==> config.mk <==
export PLATFORM = sky130hd
export DESIGN_NAME = n8_pad_emulator
export DESIGN_NICKNAME = d
export VERILOG_FILES = /design/src/rtl/n8_pkg.sv /design/src/rtl/n8_sync_edge.sv /design/src/rtl/n8_pad_emulator.sv
export SDC_FILE = /design/constraint.sdc
export NUM_CORES = 1
export LEC_CHECK = 0
export ABC_AREA = 1
export BUFFER_PORTS_ARGS = -buffer_cell sky130_fd_sc_hd__buf_2
export CORE_MARGIN = 8
export CORE_UTILIZATION = 55
export CTS_CLUSTER_DIAMETER = 150
export DETAILED_ROUTE_END_ITERATION = 10
export GPL_TIMING_DRIVEN = 0
export PLACE_DENSITY = 0.76
export SLEW_MARGIN = 5
export SYNTH_ARGS = -nofsm -noshare
export SYNTH_HDL_FRONTEND = slang
export SYNTH_SLANG_ARGS = --single-unit
==> constraint.sdc <==
create_clock -name clk -period 4.6 [get_ports clk]
set_input_delay 0.23 -clock clk [delete_from_list [all_inputs] [get_ports clk]]
set_output_delay 0.23 -clock clk [all_outputs]
set_load 0.03 [all_outputs]
==> src/rtl/n8_pkg.sv <==
// Shared N8 pad definitions: button bit order and pad state encoding.
// The host-side driver uses the same indices so both ends agree on bit order.
`timescale 1ns/1ps
package n8_pkg;

  localparam int N8_NUM_BUTTONS = 8;

  localparam int BTN_A      = 0;
  localparam int BTN_B      = 1;
  localparam int BTN_SELECT = 2;
  localparam int BTN_START  = 3;
  localparam int BTN_UP     = 4;
  localparam int BTN_DOWN   = 5;
  localparam int BTN_LEFT   = 6;
  localparam int BTN_RIGHT  = 7;

  typedef enum logic [1:0] {
    ST_IDLE,
    ST_LOAD,
    ST_SHIFT,
    ST_DONE
  } n8_pad_state_t;

endpackage

==> src/rtl/n8_sync_edge.sv <==
// Multi-flop synchronizer followed by a registered rise/fall detector.
// level, rise and fall are all aligned to the same clock edge.
`timescale 1ns/1ps
module n8_sync_edge #(
  parameter int SYNC_STAGES = 2
) (
  input  logic clk,
  input  logic rst,
  input  logic pin,
  output logic level,
  output logic rise,
  output logic fall
);

  logic [SYNC_STAGES-1:0] chain;
  logic                   synced;

  assign synced = chain[SYNC_STAGES-1];

  always_ff @(posedge clk or posedge rst) begin
    if (rst) begin
      chain <= '0;
      level <= 1'b0;
      rise  <= 1'b0;
      fall  <= 1'b0;
    end else begin
      chain <= {chain[SYNC_STAGES-2:0], pin};
      level <= synced;
      rise  <= synced & ~level;
      fall  <= ~synced & level;
    end
  end

endmodule

==> src/rtl/n8_pad_emulator.sv <==
// N8 serial pad device end: latch loads buttons, pulse shifts them out active-low.
// Define N8_TURBO_EN to enable autofire on A/B driven by a latch-frame counter.
`timescale 1ns/1ps
module n8_pad_emulator
  import n8_pkg::*;
#(
  parameter int SYNC_STAGES    = 2,
  parameter int TIMEOUT_CYCLES = 50000,
  parameter int TURBO_DIV      = 4
) (
  input  logic                      clk,
  input  logic                      rst,
  input  logic                      latch_in,
  input  logic                      pulse_in,
  input  logic [N8_NUM_BUTTONS-1:0] buttons,
  input  logic                      turbo_a,
  input  logic                      turbo_b,
  output logic                      data_out,
  output logic                      frame_strobe,
  output logic                      busy
);

  localparam int TW = $clog2(TIMEOUT_CYCLES + 1);
  localparam logic [TW-1:0] T_ONE = 1;
  localparam logic [TW-1:0] T_LIM = TW'(TIMEOUT_CYCLES - 1);

  n8_pad_state_t             state;
  logic [N8_NUM_BUTTONS-1:0] sh;
  logic [N8_NUM_BUTTONS-1:0] eff;
  logic [2:0]                bit_cnt;
  logic [TW-1:0]             tcnt;
  logic                      expire;
  logic                      accept;

  logic latch_lvl, unused_latch_rise, latch_fall;
  logic unused_pulse_lvl, pulse_rise, pulse_fall;

  n8_sync_edge #(.SYNC_STAGES(SYNC_STAGES)) u_latch (
    .clk   (clk),
    .rst   (rst),
    .pin   (latch_in),
    .level (latch_lvl),
    .rise  (unused_latch_rise),
    .fall  (latch_fall)
  );

  n8_sync_edge #(.SYNC_STAGES(SYNC_STAGES)) u_pulse (
    .clk   (clk),
    .rst   (rst),
    .pin   (pulse_in),
    .level (unused_pulse_lvl),
    .rise  (pulse_rise),
    .fall  (pulse_fall)
  );

  assign expire = (tcnt >= T_LIM);
  assign accept = ~latch_lvl & latch_fall & (state == ST_LOAD);

`ifdef N8_TURBO_EN
  localparam int FW = (TURBO_DIV > 1) ? $clog2(TURBO_DIV) : 1;
  localparam logic [FW-1:0] F_ONE = 1;
  localparam logic [FW-1:0] F_LIM = FW'(TURBO_DIV - 1);

  logic [FW-1:0] fcnt;
  logic          phase;

  // Phase flips once every TURBO_DIV accepted frames.
  always_ff @(posedge clk or posedge rst) begin
    if (rst) begin
      fcnt  <= '0;
      phase <= 1'b0;
    end else if (accept) begin
      if (fcnt >= F_LIM) begin
        fcnt  <= '0;
        phase <= ~phase;
      end else begin
        fcnt <= fcnt + F_ONE;
      end
    end
  end

  always_comb begin
    eff        = buttons;
    eff[BTN_A] = buttons[BTN_A] & ~(turbo_a & phase);
    eff[BTN_B] = buttons[BTN_B] & ~(turbo_b & phase);
  end
`else
  logic unused_turbo;
  assign unused_turbo = turbo_a ^ turbo_b ^ accept;

  always_comb begin
    eff = buttons;
  end
`endif

  always_ff @(posedge clk or posedge rst) begin
    if (rst) begin
      state        <= ST_IDLE;
      sh           <= '1;
      bit_cnt      <= '0;
      tcnt         <= '0;
      data_out     <= 1'b1;
      frame_strobe <= 1'b0;
      busy         <= 1'b0;
    end else begin
      frame_strobe <= 1'b0;
      if (latch_lvl) begin
        // Latch wins over everything, including a coincident pulse edge.
        state    <= ST_LOAD;
        sh       <= ~eff;
        data_out <= ~eff[BTN_A];
        bit_cnt  <= '0;
        tcnt     <= '0;
        busy     <= 1'b1;
      end else begin
        unique case (state)
          ST_LOAD: begin
            if (latch_fall) begin
              state        <= ST_SHIFT;
              bit_cnt      <= '0;
              tcnt         <= '0;
              frame_strobe <= 1'b1;
            end else begin
              state    <= ST_IDLE;
              data_out <= 1'b1;
              busy     <= 1'b0;
            end
          end
          ST_SHIFT: begin
            if (pulse_rise) begin
              tcnt <= '0;
              sh   <= {1'b1, sh[N8_NUM_BUTTONS-1:1]};
              if (bit_cnt == 3'd7) begin
                state    <= ST_DONE;
                data_out <= 1'b1;
                busy     <= 1'b0;
              end else begin
                bit_cnt  <= bit_cnt + 3'd1;
                data_out <= sh[1];
              end
            end else if (pulse_fall) begin
              tcnt <= '0;
            end else if (expire) begin
              state    <= ST_IDLE;
              data_out <= 1'b1;
              busy     <= 1'b0;
            end else begin
              tcnt <= tcnt + T_ONE;
            end
          end
          ST_DONE: begin
            data_out <= 1'b1;
            busy     <= 1'b0;
            if (pulse_rise | pulse_fall) begin
              tcnt <= '0;
            end else if (expire) begin
              state <= ST_IDLE;
            end else begin
              tcnt <= tcnt + T_ONE;
            end
          end
          default: begin
            data_out <= 1'b1;
            busy     <= 1'b0;
          end
        endcase
      end
    end
  end

endmodule

==> reports/metrics.cfg <==
[run_status]
status=complete, no violations

[clock_tree]
cts_setup_buffers=0
cts.clk_slew.worst_paths_ns=0.08
clock-sinks=40
clkLatencyLatePin_ns=0.29
htreeDepth=2
cts_resized=0
cts_tree=built
cts_made_buffers=5
cts_hold_buf=0
root_buffer=clkbuf_8
clk_path_buf_depth=2

[sta]
hold_violations=0
worst_slew_pin_slew_ns=0.8086
finalSetupTns_ns=0
slew_headroom_pct=46.02
slew_violations=0
period_needed_ns=1.734
clock.fmax_mhz=576.6
setup_violations=0
hold_slack_ns=0.03790
grt_setup_unrepaired=no
fin_crit_sh_pct=37.70
clock_skew_ns=0.007562

[floorplan]
die_y_um=79.64
core_mm2=0.003943
die-area_mm2=0.006342
ios=17
die_w_um=79.64
rows=23
start_util_pct=56.49

[critical_path]
crit_type=register to register
critPathRequiredTime_ns=4.81
cp-start-kind=register
crit_arrival_ns=1.94
crit_path_end_kind=register
crit_fanout=10

[logic_synthesis]
netlist_instances=282
synth-async-reset-ratio_pct=100.0
synth_edf_count=0
synth.ff_latch_count=40
yosysSeqAreaShare_pct=45.39
syn-num-nets=302
yosysUniqueCellTypes=36
yosys_warnings=0
synthFlopType=dfrtp_1
synthesis.area_mm2=0.002227
avgSynthCellArea_um2=7.898

[placed_design]
port_buffers=14
dp_hpwl_um=3180
postPlaceCellArea_mm2=0.002360
dp_cells=346
gp_congestion=0.8572

[detailed_routing]
drt_iter0_markers=92
drt_wl_total_um=4336
wire_per_inst_um=12.25
vias=1831
drc=0
route.antenna.remaining_nets=0
firstDrtPassIters=4
via_per_inst=5.172

[layout]
final-seq-area_mm2=0.001011
final_area_mm2=0.002471
multi_input_comb_area_mm2=0.001012
antennaDiodeCount=0
final_cells=354
layout_common_cells=nand2_1 (66), inv_1 (32), dfrtp_1 (32)
final_layout_size_suffix_gt1_share_pct=20.39
fill_cells=335
fin_nets=323
final_common_cell=nand2_1
area_delta_synth_final_pct=10.96

[global_routing]
grt_max_degree=41
grt_usage_pct=15.21
grt-ovfl-total=0
grt_pass1_vias=1711
grt_pass1_wl_um=7776
antenna_found_initial=0

[power_and_ir_drop]
total_power_mw=0.9925
power_leakage_nw=1.230
ir_drop_mv=0.2564
p_per_area_mw_per_mm2=401.6

[flow_run]
max-cap-violations=0

[min_path]
hold_path.class=input port to register

-- Yosys cell counts, types with 2 or more instances --
| library cell | count | area share [%] |
|---|---|---|
| nand3b_1 | 2 | 0.67 |
| dfrtp_1 | 32 | 36 |
| nor3_1 | 8 | 1.8 |
| o21ai_0 | 13 | 2.9 |
| nand3_2 | 2 | 0.90 |
| a211oi_1 | 3 | 1.0 |
| dfstp_2 | 8 | 9.4 |
| nor2_1 | 25 | 4.2 |
| a21oi_1 | 12 | 2.7 |
| o21ai_1 | 5 | 1.1 |
| buf_6 | 3 | 1.5 |
| inv_1 | 33 | 5.6 |
| o21a_1 | 2 | 0.67 |
| nand2_2 | 7 | 2.0 |
| ha_1 | 6 | 3.4 |
| nor2_4 | 2 | 1.0 |
| nand3_1 | 25 | 5.6 |
| nand4_1 | 4 | 1.1 |
| nand2_1 | 66 | 11 |
| inv_2 | 8 | 1.3 |
-- critical path: stages (launching register included) --
cell     delay, ns
dfrtp_1       0.38
inv_1         0.07
ha_1          0.25
nor2_1        0.23
nand3_2       0.11
nand2_1       0.11
buf_2         0.25
nand2_1       0.08
a21oi_1       0.16
-- worst paths after layout --
kind | start | to | slack [ns] | cells after the start
max | state[0]$_DFFE_PP0P_ | tcnt[15]$_DFFE_PP0P_ | 2.87 | 8
min | latch_in | u_latch.chain[0]$_DFF_PP0_ | 0.04 | 1
max reg2reg | state[0]$_DFFE_PP0P_ | tcnt[15]$_DFFE_PP0P_ | 2.87 | 8
min reg2reg | u_pulse.chain[0]$_DFF_PP0_ | u_pulse.chain[1]$_DFF_PP0_ | 0.36 | 0
max in group asynchronous | rst | state[1]$_DFFE_PP0P_ | 4.00 | 2
min in group asynchronous | rst | tcnt[7]$_DFFE_PP0P_ | 0.09 | 2
-- metal layers --
layer	vias to the layer above	track usage [%]	wire [um]	share of wire (%)
li1	950	-	-	-
met1	827	20.70	2162	50
met2	48	22.82	1914	44
met3	6	3.266	197	4.5
met4	0	6.111	61	1.4
met5	-	0	0	0
-- report_power, final --
part / internal, mW / switching (mW) / total (mW)
sequential: 0.397 / 0.0265 / 0.423
combinational: 0.0970 / 0.190 / 0.287
clock: 0.160 / 0.122 / 0.283
-- layout make-up --
type,count,area share [%]
plain buffers,6,2.025
clock buffers,5,2.785
clock inverters,3,1.722
inverters,41,6.228
multi-input cells,195,40.96
flip-flops and latches,40,40.91
well taps,50,2.532
repair buffers,14,2.835
-- sequential cells by signal (all words and copies together) (netlist names), 2 cells and up --
name / cells
u_latch.chain: 2
state: 2
tcnt: 16
sh: 7
bit_cnt: 3
u_pulse.chain: 2
-- stage by stage --
step	worst slack [ns]	util [%]
2_1_floorplan	3.111	-
3_3_place_gp	2.914	59.85
3_5_place_dp	2.884	59.85
4_1_cts	2.865	62.68
5_1_grt	2.684	62.68
6_report	2.866	62.68
-- cells by family (layout without fill, tap and decap cells) --
kind of cell	count (synthesis)	after routing	share of synthesized area [%]
simple gates	146	146	30.67
buf+inv	47	69	9.157
compound gates	42	42	11.01
flops	40	40	45.39
fa+ha+maj	6	6	3.371
xor+xnor	1	1	0.3933
Power figures use the tool's default switching activity.
